File: src/rtl/duty_pkg.sv
// rtl/duty_pkg.sv - shared state type, constants and clamp helper for duty_measure
package duty_pkg;

  typedef enum logic {
    S_WAIT = 1'b0,
    S_RUN  = 1'b1
  } state_e;

  localparam int DUTY_W    = 7;
  localparam int DUTY_MAX  = 100;
  localparam int DIV_STEPS = 7;
  localparam int DIV_LAT   = 9;

  // Quotient never reported above 100 percent
  function automatic logic [DUTY_W-1:0] clamp_duty(input logic [DUTY_W-1:0] q);
    return (q > DUTY_W'(DUTY_MAX)) ? DUTY_W'(DUTY_MAX) : q;
  endfunction

endpackage

File: src/rtl/duty_div.sv
// rtl/duty_div.sv - restoring divider, 7 quotient bits MSB first; DUTY_ROUND_EN selects round-to-nearest
module duty_div
  import duty_pkg::*;
#(
  parameter int CNT_W = 26
) (
  input  logic                 clk_i,
  input  logic                 rst_ni,
  input  logic                 start_i,
  input  logic [CNT_W+6:0]     num_i,
  input  logic [CNT_W-1:0]     den_i,
  output logic                 busy_o,
  output logic                 done_o,
  output logic [DUTY_W-1:0]    quo_o
);

  localparam int NUM_W = CNT_W + 7;

  logic [NUM_W-1:0]  rem_q, rem_d;
  logic [NUM_W-1:0]  dsh_q, dsh_d;
  logic [NUM_W-1:0]  num_adj;
  logic [DUTY_W-1:0] quo_q, quo_d;
  logic [3:0]        step_q, step_d;
  logic              busy_q, busy_d;

`ifdef DUTY_ROUND_EN
  // Half the divisor added up front turns the truncating divide into round-to-nearest
  assign num_adj = num_i + NUM_W'(den_i >> 1);
`else
  assign num_adj = num_i;
`endif

  // Steps 0..6 produce quotient bits, step 7 presents the result, step 8 covers the
  // cycle the top registers it, so a new start is refused until the result is visible.
  always_comb begin
    rem_d  = rem_q;
    dsh_d  = dsh_q;
    quo_d  = quo_q;
    step_d = step_q;
    busy_d = busy_q;
    if (start_i && !busy_q) begin
      rem_d  = num_adj;
      dsh_d  = NUM_W'(den_i) << (DIV_STEPS - 1);
      quo_d  = '0;
      step_d = '0;
      busy_d = 1'b1;
    end else if (busy_q) begin
      step_d = step_q + 4'd1;
      if (step_q < 4'(DIV_STEPS)) begin
        if (rem_q >= dsh_q) begin
          rem_d = rem_q - dsh_q;
          quo_d = {quo_q[DUTY_W-2:0], 1'b1};
        end else begin
          quo_d = {quo_q[DUTY_W-2:0], 1'b0};
        end
        dsh_d = dsh_q >> 1;
      end
      if (step_q == 4'(DIV_LAT - 1)) begin
        busy_d = 1'b0;
      end
    end
  end

  // Divider state registers
  always_ff @(posedge clk_i or negedge rst_ni) begin
    if (!rst_ni) begin
      rem_q  <= '0;
      dsh_q  <= '0;
      quo_q  <= '0;
      step_q <= '0;
      busy_q <= 1'b0;
    end else begin
      rem_q  <= rem_d;
      dsh_q  <= dsh_d;
      quo_q  <= quo_d;
      step_q <= step_d;
      busy_q <= busy_d;
    end
  end

  assign busy_o = busy_q;
  assign done_o = busy_q && (step_q == 4'(DIV_STEPS));
  assign quo_o  = clamp_duty(quo_q);

endmodule

File: src/rtl/duty_measure.sv
// rtl/duty_measure.sv - duty-cycle meter (0..100 %) with DC timeout; rounding via DUTY_ROUND_EN in duty_div
module duty_measure
  import duty_pkg::*;
#(
  parameter int CNT_W       = 26,
  parameter int TIMEOUT_CYC = 50_000_000
) (
  input  logic              clk_50M,
  input  logic              rst,
  input  logic              sig_in,
  output logic [DUTY_W-1:0] duty_bin,
  output logic              duty_valid,
  output logic              dc_flag
);

  localparam int NUM_W = CNT_W + 7;
  localparam int TO_W  = $clog2(TIMEOUT_CYC + 1);

  state_e            state_q, state_d;
  logic              sync1_q, sync2_q, sync_prev_q;
  logic [CNT_W-1:0]  high_q, high_d;
  logic [CNT_W-1:0]  period_q, period_d;
  logic [TO_W-1:0]   to_q, to_d;
  logic [DUTY_W-1:0] duty_q, duty_d;
  logic              valid_q, valid_d;
  logic              dc_q, dc_d;

  logic              rise_det, period_sat, to_hit, static_evt;
  logic              div_start, div_busy, div_done;
  logic [DUTY_W-1:0] div_quo;
  logic [NUM_W-1:0]  div_num;

  assign rise_det   = sync2_q & ~sync_prev_q;
  assign period_sat = &period_q;
  // Fires once, in the cycle the counter reaches TIMEOUT_CYC; a coincident edge wins
  assign to_hit     = !rise_det && (to_q == TO_W'(TIMEOUT_CYC - 1));
  assign div_num    = NUM_W'(high_q) * NUM_W'(DUTY_MAX);

  duty_div #(.CNT_W(CNT_W)) u_div (
    .clk_i   (clk_50M),
    .rst_ni  (rst),
    .start_i (div_start),
    .num_i   (div_num),
    .den_i   (period_q),
    .busy_o  (div_busy),
    .done_o  (div_done),
    .quo_o   (div_quo)
  );

  // Next-state: FSM, saturating counters, timeout and output update selection
  always_comb begin
    state_d    = state_q;
    high_d     = high_q;
    period_d   = period_q;
    to_d       = to_q;
    duty_d     = duty_q;
    valid_d    = 1'b0;
    dc_d       = dc_q;
    div_start  = 1'b0;
    static_evt = 1'b0;

    if (rise_det) begin
      to_d = '0;
    end else if (to_q != TO_W'(TIMEOUT_CYC)) begin
      to_d = to_q + 1'b1;
    end

    case (state_q)
      S_WAIT: begin
        if (rise_det) begin
          state_d  = S_RUN;
          period_d = CNT_W'(1);
          high_d   = CNT_W'(1);
        end
      end
      S_RUN: begin
        if (rise_det) begin
          // The edge cycle is the first cycle of the new period (and is high)
          period_d = CNT_W'(1);
          high_d   = CNT_W'(1);
          if (period_sat) begin
            state_d    = S_WAIT;
            static_evt = 1'b1;
          end else if (!div_busy) begin
            div_start = 1'b1;
          end
        end else begin
          if (!period_sat) period_d = period_q + 1'b1;
          if (sync2_q && !(&high_q)) high_d = high_q + 1'b1;
        end
      end
      default: state_d = S_WAIT;
    endcase

    if (to_hit) begin
      state_d    = S_WAIT;
      static_evt = 1'b1;
    end

    if (static_evt) begin
      duty_d  = sync2_q ? DUTY_W'(DUTY_MAX) : '0;
      dc_d    = 1'b1;
      valid_d = 1'b1;
    end else if (div_done && state_q == S_RUN) begin
      duty_d  = div_quo;
      dc_d    = 1'b0;
      valid_d = 1'b1;
    end
  end

  // State, synchroniser, counters and registered outputs
  always_ff @(posedge clk_50M or negedge rst) begin
    if (!rst) begin
      state_q     <= S_WAIT;
      sync1_q     <= 1'b0;
      sync2_q     <= 1'b0;
      sync_prev_q <= 1'b0;
      high_q      <= '0;
      period_q    <= '0;
      to_q        <= '0;
      duty_q      <= '0;
      valid_q     <= 1'b0;
      dc_q        <= 1'b0;
    end else begin
      state_q     <= state_d;
      sync1_q     <= sig_in;
      sync2_q     <= sync1_q;
      sync_prev_q <= sync2_q;
      high_q      <= high_d;
      period_q    <= period_d;
      to_q        <= to_d;
      duty_q      <= duty_d;
      valid_q     <= valid_d;
      dc_q        <= dc_d;
    end
  end

  assign duty_bin   = duty_q;
  assign duty_valid = valid_q;
  assign dc_flag    = dc_q;

endmodule

File: config.mk
export PLATFORM = sky130hd
export DESIGN_NAME = duty_measure
export DESIGN_NICKNAME = d
export VERILOG_FILES = /design/src/rtl/duty_pkg.sv /design/src/rtl/duty_div.sv /design/src/rtl/duty_measure.sv
export SDC_FILE = /design/constraint.sdc
export NUM_CORES = 1
export LEC_CHECK = 0
export BUFFER_PORTS_ARGS = -buffer_cell sky130_fd_sc_hd__buf_2
export CORE_ASPECT_RATIO = 0.8
export CORE_MARGIN = 1.5
export CORE_UTILIZATION = 59
export DETAILED_ROUTE_END_ITERATION = 6
export PLACE_DENSITY = 0.78
export SYNTH_ARGS = -nofsm -noshare
export SYNTH_HDL_FRONTEND = slang
export SYNTH_SLANG_ARGS = --single-unit
export TNS_END_PERCENT = 5
File: constraint.sdc
create_clock -name clk_50M -period 3.5 [get_ports clk_50M]
set_clock_uncertainty 0.1 [all_clocks]
set_input_delay 0.525 -clock clk_50M [delete_from_list [all_inputs] [get_ports clk_50M]]
set_output_delay 0.525 -clock clk_50M [all_outputs]
set_load 0.005 [all_outputs]
# Word-level counts from Yosys, hierarchy flattened
# Index checks and enable logic that the tools add are counted.
# op_classes
add_sub_neg	5
mul	1
n_lt_le_gt_ge	3
n_eq_ne	7
mux	46
n_bitwise	3
reduce_logical	19
# op_table
op	count
$mux 33	7
$mux 26	7
$pmux 26 s2	2
$add 26x1->26 const B	3
$reduce_and 26->1	2
$mux 7	7
$ge 33x33->1	1
$sub 33x33->33	1
$mul 26x5->31 const B	1
$eq 26x26->1 const B	1
$ne 26x26->1 const B	1
$mux 1	20
$reduce_bool 2->1	5
$mux 4	2
$gt 7x7->1 const B	1
$reduce_and 2->1	3
$logic_and 1x1->1	5
$add 4x1->4 const B	1
$eq 4x3->1 const B	1
$eq 4x4->1 const B	1
$lt 4x3->1 const B	1
$logic_not 1->1	3
$ne 3x1->1 const B	1
$ne 3x3->1 const B	1
other kinds (5)	6
# word_totals
ff_bits	169
out_inout_bits	9
word_cells	99

# Depth between registers and ports, before layout
# Gate-level depths: netlist of run 1.
# depth
word_depth	7
depth_mapped	16

# Modules after synthesis
# From an unflattened synthesis of run 1, not the netlist that was laid out.
# hier_totals
cells_unflattened	1405
hier_area_um2	12343.1
# modules_own_cells
mod	instances	cells_per_inst	area_per_inst_um2	seq_area_each_um2
duty_measure	1	808	7204.4	2277.2
duty_div	1	597	5138.7	1926.8

# Least setup slack after synthesis of run 1
# OpenSTA, ideal clock, no wires.
# synth_timing
path_kind	reg2reg
startpoint	reg high_q[3]
endpoint	reg u_div.rem_q[26]
setup_time_ns	0.126
arrival_ns	3.410
path_slack_ns	-0.136
stages_incl_launch_ff	14
path_cell_list	dfrtp_1 ha_1 ha_1 fa_1 ha_1 a211oi_1 o21a_1 o211ai_1 nand2_1 nand2_1 a21o_1 or4_1 a31oi_1 a21oi_1
# synth_via
elab_chain_cells	2
# synth_rtl
item	line_no	rtl
start: declaration	duty_measure.sv:21	logic [CNT_W-1:0] high_q, high_d;
start signal: assignment	duty_measure.sv:129	high_q <= high_d;
$mul 26x5->31	duty_measure.sv:37	assign div_num = NUM_W'(high_q) * NUM_W'(DUTY_MAX);
$mux 33	duty_div.sv:41	if (start_i && !busy_q) begin
end signal: assignment	duty_div.sv:73	rem_q <= rem_d;
end: declaration	duty_div.sv:19	logic [NUM_W-1:0] rem_q, rem_d;
# No other way between the ends.
# A chain may end at the register's enable or synchronous reset.

# Final worst setup path of run 1
# Same ends and word-level chain as after synthesis.

==> metrics.txt, run 1 <==
# TYPE chip_impl_metric gauge
chip_impl_metric{name="setup_viol",unit=""} 11
chip_impl_info{name="critPathCaptureType",value="flip-flop"} 1
chip_impl_metric{name="drive_gt1_frac",unit=""} 0.125
chip_impl_metric{name="path_depth",unit=""} 14
chip_impl_metric{name="power.static_leakage",unit="nW"} 7.01
chip_impl_info{name="synth_commonest_cells",value="sky130_fd_sc_hd__nand2_1 (176), sky130_fd_sc_hd__dfrtp_1 (168), sky130_fd_sc_hd__nor2_1 (165)"} 1
chip_impl_metric{name="drv.max_cap_violation_count",unit=""} 0
chip_impl_metric{name="pwr_density_cell",unit="mW/mm²"} 850
chip_impl_metric{name="vias_in_the_first_global_route",unit=""} 10500
chip_impl_metric{name="synth_simple_gate_area_frac",unit=""} 0.187
chip_impl_info{name="synthDominantAreaCellType",value="sky130_fd_sc_hd__dfrtp_1"} 1
chip_impl_info{name="synth_ff_type",value="sky130_fd_sc_hd__dfrtp_1"} 1
chip_impl_metric{name="rows",unit=""} 47
chip_impl_info{name="netlist_top_cells_area",value="sky130_fd_sc_hd__dfrtp_1 (34%), sky130_fd_sc_hd__ha_1 (12%), sky130_fd_sc_hd__nand2_1 (5.3%)"} 1
chip_impl_info{name="unrepaired_setup_endpoints_after_global_routing",value="yes"} 1
chip_impl_metric{name="synthToLayoutAreaGrowth",unit="%"} 14.4
chip_impl_metric{name="globalRoute.totalOverflow",unit=""} 0
chip_impl_metric{name="synth_cells",unit=""} 1481
chip_impl_info{name="critical_path_class",value="flip-flop to flip-flop"} 1
chip_impl_metric{name="worstPathMaxFanout",unit=""} 3
chip_impl_metric{name="grt.total_usage",unit=""} 0.292
chip_impl_metric{name="globalplace.congestion",unit=""} 0.946
chip_impl_info{name="dominant_combinational_cell_family_by_area_after_synthesis",value="simple AND/OR/NAND/NOR gates"} 1
chip_impl_info{name="run_status",value="complete, but fails checks"} 1
chip_impl_metric{name="worst_setup_hold_path_clk_slew",unit="ps"} 80
chip_impl_metric{name="synthXorXnorAreaFrac",unit=""} 0.0740
chip_impl_metric{name="synth_top_area_share",unit=""} 0.335
chip_impl_metric{name="min_period",unit="ps"} 3680
chip_impl_info{name="library_cell_with_the_highest_instance_count_after_synthesis",value="sky130_fd_sc_hd__nand2_1"} 1
chip_impl_metric{name="worstMarginPinSlew",unit="ps"} 1040
chip_impl_metric{name="hold_viol_final",unit=""} 7
chip_impl_info{name="timing.critical_path.slowest_stage_cell",value="sky130_fd_sc_hd__fa_1"} 1
chip_impl_metric{name="yosys.cell_types.count",unit=""} 70
chip_impl_metric{name="yosys.area_share.adder",unit=""} 0.155
chip_impl_metric{name="cts_buffers",unit=""} 17
chip_impl_metric{name="worstPathRequired",unit="ps"} 3720
chip_impl_metric{name="ant_nets",unit=""} 0
chip_impl_metric{name="largest_net_degree_at_the_start_of_global_routing",unit=""} 76
chip_impl_info{name="failed_checks",value="negative hold slack, negative setup slack"} 1
chip_impl_metric{name="detail_route.wirelength",unit="µm"} 32100
chip_impl_metric{name="totalNegativeSetupSlack",unit="ps"} -817
chip_impl_metric{name="syn_area",unit="mm²"} 0.0125
chip_impl_metric{name="floorplan.die_area",unit="mm²"} 0.0221
chip_impl_metric{name="timing.reg2reg.worst_path_depth",unit=""} 14
chip_impl_metric{name="cts.path.max_buffers",unit=""} 2
chip_impl_metric{name="floorplan.die.width",unit="µm"} 166
chip_impl_metric{name="synth_compound_gate_area_share",unit=""} 0.160
chip_impl_info{name="cts.root.buffer_cell",value="sky130_fd_sc_hd__clkbuf_16"} 1
chip_impl_info{name="hold_path_class",value="input pin to asynchronous set/reset pin"} 1
chip_impl_metric{name="preCtsSetupSlack",unit="ps"} -232
chip_impl_metric{name="detail_route.vias_per_cell",unit=""} 5.98
chip_impl_metric{name="drt_pre_antenna_iters",unit=""} 5
chip_impl_metric{name="grt_antenna_before_repair",unit=""} 0
chip_impl_metric{name="diodes",unit=""} 0
chip_impl_metric{name="clkSinkCount",unit=""} 168
chip_impl_metric{name="placement.io_buffers",unit=""} 11
chip_impl_metric{name="finish.cell_count_without_fillers",unit=""} 1830
chip_impl_metric{name="synth_warnings",unit=""} 0
chip_impl_metric{name="place_hpwl",unit="µm"} 23400
chip_impl_metric{name="fmax",unit="MHz"} 271
chip_impl_metric{name="post_synth_net_total",unit=""} 1626
chip_impl_metric{name="fin_hold_ws",unit="ps"} -2.62
chip_impl_metric{name="synth_async_sr_flop_share",unit=""} 1.00
chip_impl_metric{name="fraction_of_synthesized_area_in_multiplexers",unit=""} 0.0241
chip_impl_metric{name="floorplan.core_area",unit="mm²"} 0.0208
chip_impl_metric{name="grt_first_pass_wirelength",unit="µm"} 52100
chip_impl_metric{name="cp.arrival",unit="ps"} 3900
chip_impl_metric{name="critical-path-max-stage-delay",unit="ps"} 540
chip_impl_info{name="cts_tree",value="built"} 1
chip_impl_metric{name="layout.nets",unit=""} 1693
chip_impl_metric{name="post-place-cells",unit=""} 1784
chip_impl_info{name="timing.critical_path.max_delay_family",value="adder cells"} 1
chip_impl_metric{name="die_h",unit="µm"} 133
chip_impl_metric{name="clock_latency",unit="ps"} 450
chip_impl_metric{name="route.detailed.drc",unit=""} 0
chip_impl_metric{name="number_of_slew_limit_violations_in_the_final_report",unit=""} 0
chip_impl_metric{name="worst_slew_margin_rel",unit=""} 0.304
chip_impl_info{name="critical_path.most_common_cell",value="sky130_fd_sc_hd__ha_4"} 1
chip_impl_metric{name="num_io_pins",unit=""} 12
chip_impl_metric{name="mean_cell_area_of_the_mapped_netlist",unit="µm²"} 8.47
chip_impl_metric{name="via_count",unit=""} 10900
chip_impl_info{name="cp_cell_instances",value="buf_6, ha_4, ha_4, fa_1, ha_4, a211oi_2, o21a_1, o211ai_1, nand2_1, nand2_1, a21o_1, or4_1, a31oi_1, a21oi_1"} 1
chip_impl_metric{name="start_util",unit=""} 0.604
chip_impl_metric{name="cts_h_tree_lvls",unit=""} 4
chip_impl_metric{name="timing.final.ws_setup",unit="ps"} -184
chip_impl_info{name="startpoint_type",value="flip-flop"} 1
chip_impl_metric{name="post-layout-total-power",unit="mW"} 12.2
chip_impl_metric{name="power.ir.vdd_worst",unit="mV"} 0.587
chip_impl_metric{name="buffers_and_inverters_on_the_worst_path",unit=""} 1
chip_impl_metric{name="synth_enable_flop_cells",unit=""} 0
chip_impl_metric{name="final.period_utilization",unit=""} 1.05
chip_impl_metric{name="seq_area_frac_synth",unit=""} 0.335
chip_impl_metric{name="number_of_violations_reported_at_the_end_of_detailed_routing_iteration_0",unit=""} 955
chip_impl_metric{name="ys_ff_latch",unit=""} 168
chip_impl_metric{name="mean_routed_wirelength_per_cell",unit="µm"} 17.5
[cell usage in the layout (no fill, tap or decap), types with 13 or more instances in the layout]
cell type,instances
sky130_fd_sc_hd__ha_4,18
sky130_fd_sc_hd__fa_1,21
sky130_fd_sc_hd__o21ai_0,68
sky130_fd_sc_hd__a31oi_1,31
sky130_fd_sc_hd__inv_1,145
sky130_fd_sc_hd__a21oi_1,95
sky130_fd_sc_hd__xor2_1,47
sky130_fd_sc_hd__xnor2_1,59
sky130_fd_sc_hd__and3_1,21
sky130_fd_sc_hd__ha_1,102
sky130_fd_sc_hd__dfrtp_1,166
sky130_fd_sc_hd__nor3_1,15
sky130_fd_sc_hd__nand3_1,42
sky130_fd_sc_hd__nor2_1,164
sky130_fd_sc_hd__nand2b_1,13
sky130_fd_sc_hd__mux2i_1,28
sky130_fd_sc_hd__nand2_1,176
sky130_fd_sc_hd__a21o_1,25
sky130_fd_sc_hd__nand4_1,21
sky130_fd_sc_hd__clkbuf_16,17
sky130_fd_sc_hd__buf_4,81
sky130_fd_sc_hd__o21a_1,14
[metal layers]
layer,global-route usage,part of all wire
met1,0.414,0.46
met3,0.0594,0.073
met5,0,0
met2,0.441,0.44
met4,0.111,0.026
[power by group]
| group | internal [mW] | leakage, nW | switching [mW] |
|---|---|---|---|
| registers | 2.50 | 2.18 | 0.453 |
| clock network | 0.967 | 0.288 | 0.954 |
| logic | 3.20 | 4.54 | 4.12 |
[area by class of cell]
type / instances / area, µm²
multi-input cells: 1112 / 7850
clock buffers: 18 / 429
repair buffers: 99 / 792
clock inverters: 14 / 166
well taps: 269 / 337
flip-flops and latches: 168 / 4210
inverters: 150 / 563
fillers: 1601 / 6410
[final timing paths]
path | from | endpoint | slack, ps
max | high_q[3]$_DFFE_PN0P_ | u_div.rem_q[26]$_DFFE_PN0P_ | -180
min | rst | duty_bin[4]$_DFFE_PN0P_ | -3
max in group asynchronous | rst | high_q[6]$_DFFE_PN0P_ | 2560
min reg2reg | sync1_q$_DFF_PN0_ | sync2_q$_DFF_PN0_ | 280
max reg2reg | high_q[3]$_DFFE_PN0P_ | u_div.rem_q[26]$_DFFE_PN0P_ | -180
min in group clk_50M | sig_in | sync1_q$_DFF_PN0_ | 70
[timing repair]
item                       4_1_cts  5_1_grt
pin swaps                       19       32
setup buffers                    7        7
hold buffers                     0        0
hold endpoints to repair         0        0
cloned                           0        0
setup endpoints to repair       12       14
gates resized for setup         22       21
[state kept, by name, indices dropped and copies added, names as in the netlist, 4 cells and up]
signal,cells
duty_bin,7
high_q,26
period_q,26
to_q,26
u_div.dsh_q,32
u_div.quo_q,7
u_div.rem_q,33
u_div.step_q,4
[per-stage QoR]
step	cell area, µm²	util
floorplan	12600	-
global placement	13400	0.646
detailed placement	13400	0.646
CTS	14200	0.683
global route	14300	0.691
finish	14300	0.691
[logic make-up after synthesis]
| kind of cell | count (synthesis) |
|---|---|
| flip-flops | 168 |
| AO/OA/AOI/OAI | 320 |
| AND/OR/NAND/NOR | 514 |
| multiplexers | 30 |
| buffers and inverters | 201 |
| XOR/XNOR | 106 |
| adder cells (fa/ha/maj) | 142 |
Power figures use the tool's default switching activity.
==> inputs of run 2 (changes only) <==
- CORE_UTILIZATION: 59 -> 58
- PLACE_DENSITY: 0.78 -> 0.77
==> metrics.txt, run 2 (synthesis gave the netlist of run 1 again) <==
# TYPE chip_impl_metric gauge
chip_impl_info{name="run_status",value="complete, but fails checks"} 1
chip_impl_info{name="failed_checks",value="design-rule violations, negative setup slack"} 1
chip_impl_metric{name="largest_net_degree_at_the_start_of_global_routing",unit=""} 77
chip_impl_metric{name="hold_depth",unit=""} 1
chip_impl_metric{name="final_cell_area",unit="mm²"} 0.0144
chip_impl_metric{name="diodes",unit=""} 0
chip_impl_info{name="unrepaired_setup_endpoints_after_global_routing",value="yes"} 1
chip_impl_info{name="cp_cell_instances",value="ha_4, ha_1, inv_1, fa_1, inv_2, ha_4, a211oi_2, o21a_1, o211ai_1, nand2_2, nand2_2, a21o_1, or4_1, a31oi_1, a21oi_1"} 1
chip_impl_metric{name="worst_setup_hold_path_clk_slew",unit="ps"} 80
chip_impl_metric{name="mean_routed_wirelength_per_cell",unit="µm"} 17.6
chip_impl_metric{name="drv.max_cap_violation_count",unit=""} 0
chip_impl_metric{name="placed_area",unit="mm²"} 0.0133
chip_impl_metric{name="rows",unit=""} 47
chip_impl_metric{name="fmax",unit="MHz"} 274
chip_impl_metric{name="worstPathMaxFanout",unit=""} 4
chip_impl_metric{name="vias_in_the_first_global_route",unit=""} 10500
chip_impl_metric{name="die_h",unit="µm"} 135
chip_impl_metric{name="cts_buffers",unit=""} 17
chip_impl_metric{name="ant_nets",unit=""} 0
chip_impl_metric{name="num_io_pins",unit=""} 12
chip_impl_info{name="hold_path_class",value="input pin to flip-flop"} 1
chip_impl_info{name="largest_register",value="u_div.rem_q"} 1
chip_impl_info{name="mostFrequentLayoutCells",value="sky130_fd_sc_hd__nand2_1 (174), sky130_fd_sc_hd__dfrtp_1 (164), sky130_fd_sc_hd__nor2_1 (163)"} 1
chip_impl_info{name="worst_r2r_endpoint",value="u_div.rem_q[26]$_DFFE_PN0P_"} 1
chip_impl_metric{name="timing.final.ws_setup",unit="ps"} -150
chip_impl_metric{name="pwr_density_cell",unit="mW/mm²"} 843
chip_impl_metric{name="max_ffs_per_register",unit=""} 33
chip_impl_metric{name="floorplan.core_area",unit="mm²"} 0.0209
chip_impl_metric{name="drt_pre_antenna_iters",unit=""} 7
chip_impl_metric{name="place_hpwl",unit="µm"} 22700
chip_impl_info{name="timing.critical_path.max_delay_family",value="adder cells"} 1
chip_impl_metric{name="globalplace.congestion",unit=""} 0.930
chip_impl_metric{name="buffers_and_inverters_on_the_worst_path",unit=""} 2
chip_impl_metric{name="floorplan.die_area",unit="mm²"} 0.0225
chip_impl_info{name="critPathCaptureType",value="flip-flop"} 1
chip_impl_metric{name="layout.nets",unit=""} 1693
chip_impl_metric{name="clock_latency",unit="ps"} 450
chip_impl_metric{name="route.detailed.drc",unit=""} 2
chip_impl_metric{name="cts_h_tree_lvls",unit=""} 4
chip_impl_info{name="regToRegStartpoint",value="high_q[4]$_DFFE_PN0P_"} 1
chip_impl_metric{name="number_of_slew_limit_violations_in_the_final_report",unit=""} 0
chip_impl_metric{name="min_period",unit="ps"} 3650
chip_impl_metric{name="number_of_violations_reported_at_the_end_of_detailed_routing_iteration_0",unit=""} 991
chip_impl_metric{name="synthToLayoutAreaGrowth",unit="%"} 14.9
chip_impl_metric{name="regToRegSetupSlack",unit="ps"} -150
chip_impl_info{name="holdCritStartpoint",value="sig_in"} 1
chip_impl_metric{name="detail_route.vias_per_cell",unit=""} 5.96
chip_impl_metric{name="cts.path.max_buffers",unit=""} 2
chip_impl_metric{name="globalRoute.totalOverflow",unit=""} 0
chip_impl_info{name="startpoint_type",value="flip-flop"} 1
chip_impl_info{name="timing.critical_path.slowest_stage_cell",value="sky130_fd_sc_hd__fa_1"} 1
chip_impl_info{name="critical_path_class",value="flip-flop to flip-flop"} 1
chip_impl_metric{name="detail_route.wirelength",unit="µm"} 32200
chip_impl_info{name="layout.cells.most_common",value="sky130_fd_sc_hd__nand2_1"} 1
chip_impl_metric{name="timing.reg2reg.worst_path_depth",unit=""} 15
chip_impl_metric{name="grt_antenna_before_repair",unit=""} 0
chip_impl_metric{name="critical-path-max-stage-delay",unit="ps"} 520
chip_impl_metric{name="worst_slew_margin_rel",unit=""} 0.377
chip_impl_metric{name="power.static_leakage",unit="nW"} 7.00
chip_impl_metric{name="cp.arrival",unit="ps"} 3870
chip_impl_info{name="min_delay_worst_endpoint",value="sync1_q$_DFF_PN0_"} 1
chip_impl_metric{name="hold_viol_final",unit=""} 0
chip_impl_metric{name="via_count",unit=""} 10900
chip_impl_metric{name="floorplan.die.width",unit="µm"} 167
chip_impl_metric{name="setup_viol",unit=""} 9
chip_impl_metric{name="grt_first_pass_wirelength",unit="µm"} 52300
chip_impl_metric{name="final.period_utilization",unit=""} 1.04
chip_impl_metric{name="finalCoreUtilization",unit=""} 0.688
chip_impl_info{name="cts_tree",value="built"} 1
chip_impl_metric{name="grt.total_usage",unit=""} 0.288
chip_impl_metric{name="worstPathRequired",unit="ps"} 3720
chip_impl_metric{name="power.ir.vdd_worst",unit="mV"} 0.466
chip_impl_metric{name="start_util",unit=""} 0.599
chip_impl_info{name="cts.root.buffer_cell",value="sky130_fd_sc_hd__clkbuf_16"} 1
chip_impl_info{name="largestRegisters",value="u_div.rem_q x33, u_div.dsh_q x32"} 1
chip_impl_metric{name="drive_gt1_frac",unit=""} 0.137
chip_impl_metric{name="clkSinkCount",unit=""} 168
chip_impl_metric{name="placement.io_buffers",unit=""} 11
chip_impl_metric{name="worstMarginPinSlew",unit="ps"} 934
chip_impl_metric{name="num-fill-cells",unit=""} 1586
## run 2: cell type report
type	count	area, µm²	area share
flip-flops and latches	168	4210	0.292
inverters	150	563	0.0391
repair buffers	99	766	0.0532
well taps	269	337	0.0234
multi-input cells	1112	7950	0.552
clock inverters	15	154	0.0107
clock buffers	17	425	0.0295
## run 2: report_power, final
part | internal (mW) | switching (mW) | leakage, nW | total, mW
Clock | 0.953 | 0.943 | 0.277 | 1.90
Sequential | 2.51 | 0.469 | 2.17 | 2.98
Combinational | 3.09 | 4.19 | 4.55 | 7.27
## run 2: worst max path at each step
stage	cells past startpoint	slack, ps	from	endpoint
3_5_place_dp	13	-150	high_q[2]$_DFFE_PN0P_	u_div.rem_q[26]$_DFFE_PN0P_
3_3_place_gp	15	-60	high_q[9]$_DFFE_PN0P_	u_div.rem_q[26]$_DFFE_PN0P_
2_1_floorplan	15	8	high_q[3]$_DFFE_PN0P_	u_div.rem_q[26]$_DFFE_PN0P_
6_report	15	-150	high_q[4]$_DFFE_PN0P_	u_div.rem_q[26]$_DFFE_PN0P_
5_1_grt	15	-290	high_q[5]$_DFFE_PN0P_	u_div.rem_q[26]$_DFFE_PN0P_
4_1_cts	15	-20	high_q[4]$_DFFE_PN0P_	u_div.rem_q[30]$_DFFE_PN0P_
## run 2: timing repair
action                                  4_1_cts  5_1_grt
pin swaps                                    21       34
endpoints found under the setup margin        9       16
resized for setup                            22       48
endpoints found under the hold margin        58        0
hold buffers                                  1        0
buffers inserted                              8       10
## run 2: worst reg2reg max path, delay by kind of cell (launching register included)
family | cells | cell delay [ps]
fa+ha+maj | 4 | 1240
compound gates | 6 | 950
simple gates | 3 | 670
flops | 1 | 470
buf+inv | 2 | 100
## run 2: metal layers
metal  vias up  part of all wire  global-route usage
li1       5194                 -                   -
met1      5253              0.46               0.405
met2       406              0.46               0.461
met3        53             0.060              0.0484
met4         0             0.018              0.0831
met5         -                 0                   0
## run 2: stage by stage
| stage | power [mW] | setup slack (ps) | TNS [ps] | std cells | hold slack (ps) |
|---|---|---|---|---|---|
| after detailed placement | 9.75 | -154 | -656 | 1779 | 236 |
| after global routing | 13.0 | -289 | -1920 | 1830 | 66.6 |
| after floorplan | 8.06 | 8.06 | 0 | 1481 | 129 |
| final | 12.1 | -150 | -581 | 1830 | 73.8 |
| after CTS | 11.8 | -23.7 | -23.7 | 1820 | 72.3 |
| after global placement | 9.58 | -62.9 | -249 | 1779 | 237 |
==> inputs of run 3 (changes only) <==
- CELL_PAD_IN_SITES_DETAIL_PLACEMENT: not set -> 1
- CELL_PAD_IN_SITES_GLOBAL_PLACEMENT: not set -> 2
- CORE_UTILIZATION: 58 -> 30
- PLACE_DENSITY: 0.77 -> 0.66
==> metrics.txt, run 3 (synthesis gave the netlist of run 1 again) <==
# TYPE chip_impl_metric gauge
chip_impl_info{name="hold_path_class",value="input pin to flip-flop"} 1
chip_impl_metric{name="worst_setup_hold_path_clk_slew",unit="ps"} 70
chip_impl_metric{name="floorplan.die_area",unit="mm²"} 0.0430
chip_impl_metric{name="diodes",unit=""} 0
chip_impl_metric{name="fmax",unit="MHz"} 283
chip_impl_metric{name="cts_h_tree_lvls",unit=""} 4
chip_impl_info{name="timing.critical_path.max_delay_family",value="adder cells"} 1
chip_impl_metric{name="clkSinkCount",unit=""} 168
chip_impl_metric{name="detail_route.vias_per_cell",unit=""} 4.93
chip_impl_metric{name="pwr_density_cell",unit="mW/mm²"} 856
chip_impl_info{name="timing.critical_path.slowest_stage_cell",value="sky130_fd_sc_hd__fa_1"} 1
chip_impl_metric{name="power.ir.vdd_worst",unit="mV"} 0.340
chip_impl_metric{name="cts_buffers",unit=""} 17
chip_impl_metric{name="hold_viol_final",unit=""} 0
chip_impl_info{name="largest_register",value="u_div.rem_q"} 1
chip_impl_metric{name="totalNegativeSetupSlack",unit="ps"} -45.7
chip_impl_metric{name="clock_latency",unit="ps"} 460
chip_impl_metric{name="cp.arrival",unit="ps"} 3810
chip_impl_metric{name="largest_net_degree_at_the_start_of_global_routing",unit=""} 62
chip_impl_metric{name="route.detailed.drc",unit=""} 0
chip_impl_info{name="failed_checks",value="negative setup slack"} 1
chip_impl_metric{name="place_hpwl",unit="µm"} 28800
chip_impl_metric{name="fin_hold_ws",unit="ps"} 63.8
chip_impl_metric{name="drt_pre_antenna_iters",unit=""} 4
chip_impl_metric{name="placed_area",unit="mm²"} 0.0139
chip_impl_metric{name="rows",unit=""} 66
chip_impl_metric{name="drv.max_cap_violation_count",unit=""} 0
chip_impl_metric{name="worstPathRequired",unit="ps"} 3780
chip_impl_metric{name="grt_antenna_before_repair",unit=""} 0
chip_impl_metric{name="timing.final.ws_setup",unit="ps"} -36.3
chip_impl_metric{name="final_cell_area",unit="mm²"} 0.0150
chip_impl_info{name="largestRegisters",value="u_div.rem_q x33, u_div.dsh_q x32"} 1
chip_impl_info{name="mostFrequentLayoutCells",value="sky130_fd_sc_hd__nand2_1 (175), sky130_fd_sc_hd__dfrtp_1 (165), sky130_fd_sc_hd__nor2_1 (163)"} 1
chip_impl_info{name="layout.cells.most_common",value="sky130_fd_sc_hd__nand2_1"} 1
chip_impl_metric{name="post-layout-total-power",unit="mW"} 12.8
chip_impl_metric{name="number_of_slew_limit_violations_in_the_final_report",unit=""} 0
chip_impl_metric{name="vias_in_the_first_global_route",unit=""} 11200
chip_impl_info{name="unrepaired_setup_endpoints_after_global_routing",value="yes"} 1
chip_impl_metric{name="worstMarginPinSlew",unit="ps"} 778
chip_impl_metric{name="num_io_pins",unit=""} 12
chip_impl_info{name="cts.root.buffer_cell",value="sky130_fd_sc_hd__clkbuf_16"} 1
chip_impl_metric{name="start_util",unit=""} 0.306
chip_impl_metric{name="number_of_violations_reported_at_the_end_of_detailed_routing_iteration_0",unit=""} 563
chip_impl_info{name="critical_path_class",value="flip-flop to flip-flop"} 1
chip_impl_metric{name="final.period_utilization",unit=""} 1.01
chip_impl_metric{name="worstPathMaxFanout",unit=""} 4
chip_impl_metric{name="setup_viol",unit=""} 2
chip_impl_metric{name="globalRoute.totalOverflow",unit=""} 0
chip_impl_metric{name="drive_gt1_frac",unit=""} 0.147
chip_impl_metric{name="ant_nets",unit=""} 0
chip_impl_metric{name="max_ffs_per_register",unit=""} 33
chip_impl_metric{name="via_count",unit=""} 10500
chip_impl_metric{name="detail_route.wirelength",unit="µm"} 37400
chip_impl_info{name="cp_cell_instances",value="ha_1, ha_1, inv_1, fa_1, inv_2, ha_4, o21a_1, o21ai_2, o211ai_1, buf_4, buf_4, a31o_2, a21oi_2, xnor2_2, nor2_1, a31oi_1"} 1
chip_impl_metric{name="layout.nets",unit=""} 1713
chip_impl_metric{name="cts.path.max_buffers",unit=""} 2
chip_impl_info{name="startpoint_type",value="flip-flop"} 1
chip_impl_info{name="cts_tree",value="built"} 1
chip_impl_metric{name="grt_first_pass_wirelength",unit="µm"} 62000
chip_impl_metric{name="die_h",unit="µm"} 186
chip_impl_metric{name="floorplan.core_area",unit="mm²"} 0.0410
chip_impl_metric{name="power.static_leakage",unit="nW"} 7.20
chip_impl_metric{name="globalplace.congestion",unit=""} 0.830
chip_impl_metric{name="critical-path-max-stage-delay",unit="ps"} 490
chip_impl_metric{name="floorplan.die.width",unit="µm"} 232
chip_impl_metric{name="min_period",unit="ps"} 3540
chip_impl_info{name="run_status",value="complete, but fails checks"} 1
chip_impl_info{name="critPathCaptureType",value="flip-flop"} 1
chip_impl_metric{name="placement.io_buffers",unit=""} 11
chip_impl_metric{name="buffers_and_inverters_on_the_worst_path",unit=""} 4
chip_impl_metric{name="grt.total_usage",unit=""} 0.184
chip_impl_metric{name="worst_slew_margin_rel",unit=""} 0.478
chip_impl_metric{name="synthToLayoutAreaGrowth",unit="%"} 19.7
chip_impl_metric{name="mean_routed_wirelength_per_cell",unit="µm"} 17.6
## run 3: changes by cell type in the layout (fill, tap and decap cells not counted), sizes merged
cell      previous run  this run
bufinv               0         5
clkbuf              17        18
inv                158       156
buf                 98       118
clkinvlp             3         1
clkinv               4         2
## run 3: routing by layer
layer,GRT usage,routed length (µm)
met1,0.264,19700
met2,0.290,16500
met3,0.0271,765
met4,0.0470,479
met5,0,0
## run 3: path summary, 6_finish.rpt
check,from,cells after the start,endpoint,slack (ps)
max,high_q[6]$_DFFE_PN0P_,16,u_div.rem_q[20]$_DFFE_PN0P_,-40
min in group asynchronous,rst,2,period_q[6]$_DFFE_PN0P_,520
min reg2reg,sync1_q$_DFF_PN0_,0,sync2_q$_DFF_PN0_,310
max reg2reg,high_q[6]$_DFFE_PN0P_,16,u_div.rem_q[20]$_DFFE_PN0P_,-40
max in group asynchronous,rst,3,duty_bin[0]$_DFFE_PN0P_,1930
min,sig_in,1,sync1_q$_DFF_PN0_,60
## run 3: worst reg2reg max path: cells and delay by family (launching register included)
kind / cells / cell delay (ps)
AOI/OAI and AO/OA: 6 / 1050
xor gates and xnor gates: 1 / 150
adders and majority gates: 4 / 1280
buffers and inverters: 4 / 380
DFF: 1 / 420
and+or+nand+nor: 1 / 80
## run 3: per-stage QoR
step	setup slack (ps)	util	cells
5_1_grt	-193	0.366	2125
3_5_place_dp	-210	0.339	2075
2_1_floorplan	8.06	-	1481
4_1_cts	-23.3	0.362	2120
6_report	-36.3	0.366	2125
3_3_place_gp	-142	0.339	2075
## run 3: what timing repair did
| item | CTS | global route |
|---|---|---|
| hold buffers | 1 | 0 |
| setup buffers | 12 | 5 |
| resized for setup | 34 | 32 |
| endpoints found under the hold margin | 57 | 0 |
| pin swaps | 40 | 27 |
| endpoints found under the setup margin | 11 | 27 |
## run 3: area by class of cell
class                           instances  area (µm²)
Timing Repair Buffer                  119         962
Tap cell                              544         681
Clock inverter                         14         231
Fill cell                            4864       26000
Sequential cell                       168        4210
Inverter                              150         563
Clock buffer                           18         439
Multi-Input combinational cell       1112        7920
## run 3: report_power, final
part | switching (mW) | leakage (nW) | internal, mW
Sequential | 0.458 | 2.18 | 2.51
Combinational | 4.40 | 4.69 | 3.26
Clock | 0.916 | 0.327 | 1.31
Total | 5.77 | 7.20 | 7.07
